==> config.mk <==
export PLATFORM = sky130hd
export DESIGN_NAME = led_fade_ctrl
export DESIGN_NICKNAME = d
export VERILOG_FILES = /design/src/rtl/led_fade_ctrl.sv
export SDC_FILE = /design/constraint.sdc
export NUM_CORES = 1
export LEC_CHECK = 0
export CAP_MARGIN = 20
export CORE_ASPECT_RATIO = 1.2
export CORE_MARGIN = 5
export CORE_UTILIZATION = 50
export DETAILED_ROUTE_END_ITERATION = 8
export PLACE_DENSITY_LB_ADDON = 0.08
export SYNTH_ARGS = -nofsm -noshare
export SYNTH_HDL_FRONTEND = slang
export SYNTH_SLANG_ARGS = --single-unit
export TNS_END_PERCENT = 10
==> constraint.sdc <==
create_clock -name clk_i -period 4.3 [get_ports clk_i]
set_input_delay 1.29 -clock clk_i [delete_from_list [all_inputs] [get_ports clk_i]]
set_output_delay 1.29 -clock clk_i [all_outputs]
set_load 0.03 [all_outputs]
==> src/rtl/led_fade_ctrl.sv <==
// ---------------------------------------------------------------------------
// led_fade_ctrl
//
// Brightness envelope generator feeding the 8-bit codeword of a pwm LED
// driver. A start request ramps the codeword from 0 up to a latched peak,
// holds it for a latched number of brightness steps, ramps it back to 0 and
// then pulses done for one cycle. Abort (or reset) cancels a fade and forces
// the codeword to 0 without a done pulse.
//
// Parameters:
//   STEP_DIV  clock cycles per brightness step (tick), 2..65536
//   STEP      codeword increment/decrement per tick, 1..255
//
// Ports:
//   clk_i           single clock, rising edge
//   reset_i         asynchronous active-high reset
//   start_i         fade request, sampled only while idle
//   abort_i         cancel a fade in progress; wins over start while idle
//   peak_i          target brightness, latched on an accepted start
//   hold_len_i      hold duration minus 1 in ticks, latched on start
//   pwm_codeword_o  registered brightness to the pwm stage
//   busy_o          high while a fade is in progress
//   done_o          one-cycle pulse on normal completion
// ---------------------------------------------------------------------------
module led_fade_ctrl #(
    parameter int unsigned STEP_DIV = 256,
    parameter int unsigned STEP     = 1
) (
    input  logic       clk_i,
    input  logic       reset_i,
    input  logic       start_i,
    input  logic       abort_i,
    input  logic [7:0] peak_i,
    input  logic [7:0] hold_len_i,
    output logic [7:0] pwm_codeword_o,
    output logic       busy_o,
    output logic       done_o
);

    localparam int unsigned PW = (STEP_DIV > 1) ? $clog2(STEP_DIV) : 1;
    localparam logic [PW-1:0] PRESC_LAST = PW'(STEP_DIV - 1);
    localparam logic [8:0]    STEP9      = 9'(STEP);

    typedef enum logic [1:0] {
        IDLE,
        RISE,
        HOLD,
        FALL
    } state_t;

    state_t        state_q,    state_d;
    logic [7:0]    peak_q,     peak_d;
    logic [7:0]    hold_q,     hold_d;
    logic [7:0]    hold_cnt_q, hold_cnt_d;
    logic [PW-1:0] presc_q,    presc_d;
    logic [7:0]    code_q,     code_d;
    logic          done_q,     done_d;

    logic          tick;
    logic [8:0]    rise_sum;

    assign tick     = (presc_q == PRESC_LAST);
    // 9-bit sum so peak values near 255 cannot wrap past the clamp test
    assign rise_sum = {1'b0, code_q} + STEP9;

    always_comb begin
        state_d    = state_q;
        peak_d     = peak_q;
        hold_d     = hold_q;
        hold_cnt_d = hold_cnt_q;
        presc_d    = presc_q;
        code_d     = code_q;
        done_d     = 1'b0;

        if (state_q == IDLE) begin
            presc_d = '0;
            if (start_i && !abort_i) begin
                peak_d  = peak_i;
                hold_d  = hold_len_i;
                state_d = RISE;
            end
        end else if (abort_i) begin
            // abort outranks a tick landing in the same cycle
            code_d  = '0;
            presc_d = '0;
            state_d = IDLE;
        end else if (!tick) begin
            presc_d = presc_q + 1'b1;
        end else begin
            presc_d = '0;
            case (state_q)
                RISE: begin
                    if (rise_sum >= {1'b0, peak_q}) begin
                        code_d     = peak_q;
                        hold_cnt_d = '0;
                        state_d    = HOLD;
                    end else begin
                        code_d = rise_sum[7:0];
                    end
                end
                HOLD: begin
                    if (hold_cnt_q == hold_q) begin
                        state_d = FALL;
                    end else begin
                        hold_cnt_d = hold_cnt_q + 1'b1;
                    end
                end
                FALL: begin
                    if ({1'b0, code_q} <= STEP9) begin
                        code_d  = '0;
                        state_d = IDLE;
                        done_d  = 1'b1;
                    end else begin
                        code_d = code_q - STEP9[7:0];
                    end
                end
                default: begin
                    state_d = IDLE;
                end
            endcase
        end
    end

    always_ff @(posedge clk_i or posedge reset_i) begin
        if (reset_i) begin
            state_q    <= IDLE;
            peak_q     <= '0;
            hold_q     <= '0;
            hold_cnt_q <= '0;
            presc_q    <= '0;
            code_q     <= '0;
            done_q     <= 1'b0;
        end else begin
            state_q    <= state_d;
            peak_q     <= peak_d;
            hold_q     <= hold_d;
            hold_cnt_q <= hold_cnt_d;
            presc_q    <= presc_d;
            code_q     <= code_d;
            done_q     <= done_d;
        end
    end

    assign pwm_codeword_o = code_q;
    assign busy_o         = (state_q != IDLE);
    assign done_o         = done_q;

endmodule
==> results.cfg, run 1 <==
[run_status]
status = complete, no violations

[sta]
slew_headroom_pct = 38.2
hold_violations = 0
skew_ns = 0.00523
setup_viol = 0
fin_crit_ns = 3.25
rsz0062_at_grt = no
worst_slew_pin_slew_ns = 0.922
setup_tns_ns = 0
final_max_slew_viol_count = 0
max_clock_freq_ghz = 0.308
fin_crit_sh_pct = 75.5

[clock_network]
hold_buffers = 0
cts-root-buf = clkbuf_8
cts.clk_slew.worst_paths_ns = 0.09
cts_resized = 0
cts_tree = done
clock_latency_ns = 0.30
cts_sinks = 43
post_cts_buffers = 0
htree_levels = 2
cts_buffers = 5
cts_buffer_depth = 2

[global_route]
grt_first_pass_wirelength_mm = 9.56
grt_pass1_vias = 2024
globalRouteOverflowTotal = 0
grt_start_max_net_pins = 25
grt_antenna_before_repair = 0
track_usage_pct = 17.3

[pwr]
total_power_mw = 1.23
switchingPower_uw = 404
internal-power_uw = 830
comb_power_share_pct = 31.1
p_seq_share_pct = 45.4
pwr-share-clk_pct = 23.5
switching_share_pct = 32.7
ir_drop_mv = 0.292
power.density_nw_per_um2 = 400
p_leak_nw = 1.33

[worst_hold_path]
hold_path_depth = 1
hold_path.class = reg2reg

[place]
place_hpwl_mm = 4.02
port_buffers = 29
gp_congestion = 0.855

[setup_path]
worstSetupEndpointType = flip-flop
reg2reg_slack_ns = 1.05
worstRegToRegCells = 10
crit_path_start_kind = flip-flop
worstPathArrival_ns = 3.41
path_class = reg2reg
crit_fanout = 11
critPathRequiredTime_ns = 4.46

[finish]
area_delta_synth_final_pct = 16.9
layout-drive-gt1-share_pct = 10.5
fill_cells = 480
diodes = 0
fin_nets = 332
multi_input_area_um2 = 1470
regArea_um2 = 1080
finish.utilization_pct = 59.1

[synth]
synth_edf_count = 0
seq_area_frac_synth_pct = 40.7
synth_cell_types = 47
synth-async-reset-ratio_pct = 100
synth_most_common_cell = dfrtp_1
netlist.area_leader.share_pct = 40.7
ys_ff_latch = 43
synth_area_leader_cell = dfrtp_1
synth.area.top_cells = dfrtp_1, ha_1, mux2_2
synth_flop_cell = dfrtp_1
syn_nets = 302
syn-instance-count = 265
synth_common_cells = dfrtp_1, ha_1, nor2_1, mux2_2, o21ai_0
yosys_warnings = 0
netlist_area_um2 = 2640
syn_avg_cell_area_um2 = 9.97

[floorplan]
io_pins = 30
die_h_um = 89.6
start_util_pct = 50.6
core.rowCount = 29
dieArea_um2 = 6840
core_um2 = 5230
fp.dieW_um = 76.4

[detailed_routing]
first_iter_violations = 96
drc_errors = 0
drtAntennaViolNets = 0
vias = 2124
viasPerCell = 5.93
post_drt_wl_per_cell_um = 15.5
first_pass_iters = 4
wirelength_mm = 5.54

[flow_run]
cap_violations = 0
==> cell families (layout without fill, tap and decap cells) <==
family          count (synthesis)  in the layout  synth area share (%)
compound gates                 53             53                  12.8
simple gates                   86             86                  18.3
mux                            24             24                  9.85
flops                          43             43                  40.7
xor+xnor                       20             20                  6.63
fa+ha+maj                      17             17                  8.05
buf+inv                        22             53                  3.55
==> worst max-delay path, stage by stage, from the launching register on <==
cell and delay, ns:
dfrtp_1 0.58, ha_1 0.34, nand2_1 0.09, xnor2_1 0.21
ha_1 0.28, o21a_1 0.10, o21ai_0 0.27, o21ai_0 0.25
nor2_2 0.53, mux2i_1 0.31, o221ai_1 0.15
==> placed cells by master, fill, tap and decap left out, drive strengths merged, types with 3 or more instances in the layout <==
| master | n |
|---|---|
| dfrtp | 43 |
| clkdlybuf4s50 | 29 |
| nor2 | 18 |
| o21ai | 18 |
| ha | 17 |
| mux2 | 16 |
| nand3 | 14 |
| xnor2 | 14 |
| nand2 | 13 |
| inv | 13 |
| a21oi | 10 |
| o31ai | 10 |
| mux2i | 8 |
| nand4 | 8 |
| clkbuf | 7 |
| xor2 | 6 |
| o221ai | 5 |
| or4 | 5 |
| and2 | 5 |
| nor2b | 4 |
| nor3 | 4 |
| and3 | 3 |
==> path summary, 6_finish.rpt <==
path | start | to
worst max-delay path | pwm_codeword_o[0] | pwm_codeword_o[5]
worst min-delay path | hold_q[6] | hold_q[6]
worst max register to register | pwm_codeword_o[0] | pwm_codeword_o[5]
worst min register to register | hold_q[6] | hold_q[6]
max in group asynchronous | reset_i | done_o
min in group asynchronous | reset_i | peak_q[4]
==> final cells by class <==
class                   instances  area share (%)
multi-input cells             200            47.7
flip-flops and latches         43            34.9
repair buffers                 31            9.89
clock buffers                   7            3.12
well taps                      62            2.51
inverters                      14            1.70
clock inverters                 1           0.243
==> metrics by stage <==
step	cells	hold slack, ns	cell area (um2)	worst slack, ns
2_1_floorplan	265	0.476	2640	1.36
3_3_place_gp	350	0.512	2980	0.948
3_5_place_dp	350	0.516	2980	0.845
4_1_cts	358	0.533	3090	0.995
5_1_grt	358	0.557	3090	0.811
6_report	358	0.533	3090	1.05
==> per-layer routing <==
| layer | global-route usage (%) | part of all wire [%] | vias to the layer above |
|---|---|---|---|
| met5 | 0 | 0 | - |
| met4 | 7.00 | 2.0 | 0 |
| met3 | 3.19 | 4.5 | 9 |
| met2 | 28.8 | 47 | 52 |
| met1 | 22.4 | 46 | 1029 |
| li1 | - | - | 1034 |
==> power groups by stage <==
stage | Combinational (mW) | Sequential [mW] | Clock (mW)
detailed placement | 0.387 | 0.570 | 0
global route | 0.431 | 0.573 | 0.316
CTS | 0.389 | 0.562 | 0.299
global placement | 0.378 | 0.567 | 0
finish | 0.384 | 0.560 | 0.290
floorplan | 0.294 | 0.548 | 0
==> sequential cells by signal, summed over array words and instances (netlist names) <==
name,flops
done_o,1
hold_cnt_q,8
hold_q,8
state_q,2
peak_q,8
presc_q,8
pwm_codeword_o,8
Note: power is estimated with default switching activity, not from simulation.
==> run 2, diff against run 1 <==
==> constraint.sdc (replaced) <==
create_clock -name clk_i -period 3 [get_ports clk_i]
set_input_delay 0.9 -clock clk_i [delete_from_list [all_inputs] [get_ports clk_i]]
set_output_delay 0.9 -clock clk_i [all_outputs]
set_load 0.03 [all_outputs]
==> run 2 against run 1 <==
Design area up 3.5%. Core utilization up 2.1 points. Sequential share of layout area down 1.2 points. Power up 40%. Cell count up 4.7%. Combinational power up 46%. Critical endpoint is now busy_o. Largest power group unchanged. Highest routed layer unchanged.
==> results.cfg, run 2 (same netlist as run 1, synthesis figures left out) <==
[run_status]
status = complete, no violations

[place]
place_hpwl_mm = 4.41
dp_cells = 367
dp_slack_ns = 0.0979
gp_congestion = 0.868
port_buffers = 29

[global_route]
grt_antenna_before_repair = 0
track_usage_pct = 17.7
grt_first_pass_wirelength_mm = 9.83
grt_pass1_vias = 2091
grt_start_max_net_pins = 25
globalRouteOverflowTotal = 0

[detailed_routing]
post_drt_wl_per_cell_um = 15.0
vias = 2133
drc_errors = 0
drtAntennaViolNets = 0
first_iter_violations = 120
viasPerCell = 5.69
wirelength_mm = 5.64
first_pass_iters = 4

[pwr]
switchingPower_uw = 573
power.density_nw_per_um2 = 542
switching_share_pct = 33.1
pwr-share-clk_pct = 20.9
internal-power_mw = 1.16
ir_drop_mv = 0.437
p_seq_share_pct = 46.6
comb_power_share_pct = 32.5
p_leak_nw = 1.41
total_power_mw = 1.73

[floorplan]
core_um2 = 5230
core.rowCount = 29
start_util_pct = 50.6
fp.dieW_um = 76.4
io_pins = 30
dieArea_um2 = 6840
die_h_um = 89.6

[setup_path]
crit_path_start_kind = flip-flop
path_class = reg2out
critPathTopFamily = buffers and inverters
crit_fanout = 7
critPathSlowestCell = clkdlybuf4s50_1
cp_cell_sequence = inv_1 > ha_1 > inv_1 > clkdlybuf4s50_1
critPathRequiredTime_ns = 2.10
max_stage_delay_ns = 0.62
crit_buf_inv = 3
crit_top_cell = inv_1
worstPathArrival_ns = 1.90
worstSetupEndpointType = output port

[finish]
final_cell_mix = dfrtp_1, clkdlybuf4s50_1, buf_4, nor2_1, ha_1
fin_nets = 349
layout-drive-gt1-share_pct = 15.0
area_delta_synth_final_pct = 21.0
diodes = 0
final_common_cell = dfrtp_1
final_cells = 375

[clock_network]
cts_buffer_depth = 2
cts_tree = done
cts-root-buf = clkbuf_8
cts_buffers = 5
clock_latency_ns = 0.30
cts.clk_slew.worst_paths_ns = 0.08
cts_sinks = 43
post_cts_buffers = 0
htree_levels = 2

[sta]
final_max_slew_viol_count = 0
worst_slew_pin_slew_ns = 0.905
hold_ws_ns = 0.526
setup_ws_ns = 0.202
setup_viol = 0
hold_violations = 0
max_clock_freq_ghz = 0.357
rsz0062_at_grt = no
setup_tns_ns = 0
slew_headroom_pct = 39.3
skew_ns = 0.00674
fin_crit_sh_pct = 93.3
fin_crit_ns = 2.80

[worst_hold_path]
hold_path.class = reg2reg

[flow_run]
cap_violations = 0
-- run 2: changes by cell type in the layout (fill, tap and decap cells not counted) --
cell,delta
buf_4,+17
o21ai_1,+1
clkbuf_8,-2
o21ai_0,-1
clkbuf_1,+1
clkinv_2,+1
-- run 2: cell type report --
| class | instances | area (um2) |
|---|---|---|
| inverter | 14 | 52.6 |
| sequential | 43 | 1080 |
| clock inverter | 2 | 12.5 |
| clock buffer | 6 | 72.6 |
| tap | 62 | 77.6 |
| multi-input combinational | 200 | 1470 |
| fill | 467 | 2030 |
| timing repair buffer | 48 | 433 |
-- run 2: final timing paths --
kind,depth (start not counted),end,slack [ns],start
max reg2reg,12,pwm_codeword_o[4],0.23,pwm_codeword_o[5]
min in group asynchronous,2,peak_q[4],0.99,reset_i
min,1,presc_q[0],0.53,presc_q[0]
max in group asynchronous,3,presc_q[6],1.40,reset_i
max,4,busy_o,0.20,state_q[0]
min reg2reg,1,presc_q[0],0.53,presc_q[0]
-- run 2: what timing repair did --
item / in CTS / in global routing
hold buffers: 0 / 0
setup endpoints to repair: 0 / 4
gates resized for setup: 0 / 1
-- run 2: power by group through the flow --
stage          clock network, mW  logic [mW]  registers (mW)
3_3_place_gp                   0       0.560           0.815
6_report                   0.362       0.562           0.808
3_5_place_dp                   0       0.568           0.821
4_1_cts                    0.373       0.570           0.809
2_1_floorplan                  0       0.421           0.785
5_1_grt                    0.402       0.647           0.823
-- run 2: through the flow --
stage / instance area, um2 / utilization (%)
floorplan: 2640 / -
global placement: 3110 / 59.5
detailed placement: 3110 / 59.5
CTS: 3200 / 61.2
global route: 3200 / 61.2
finish: 3200 / 61.2
-- run 2: routing by layer --
layer | vias up | global-route usage [%] | wire length (um)
met2 | 47 | 30.8 | 2770
met1 | 1022 | 22.4 | 2510
met4 | 0 | 6.36 | 97
met5 | - | 0 | 0
met3 | 8 | 3.29 | 269
li1 | 1056 | - | -
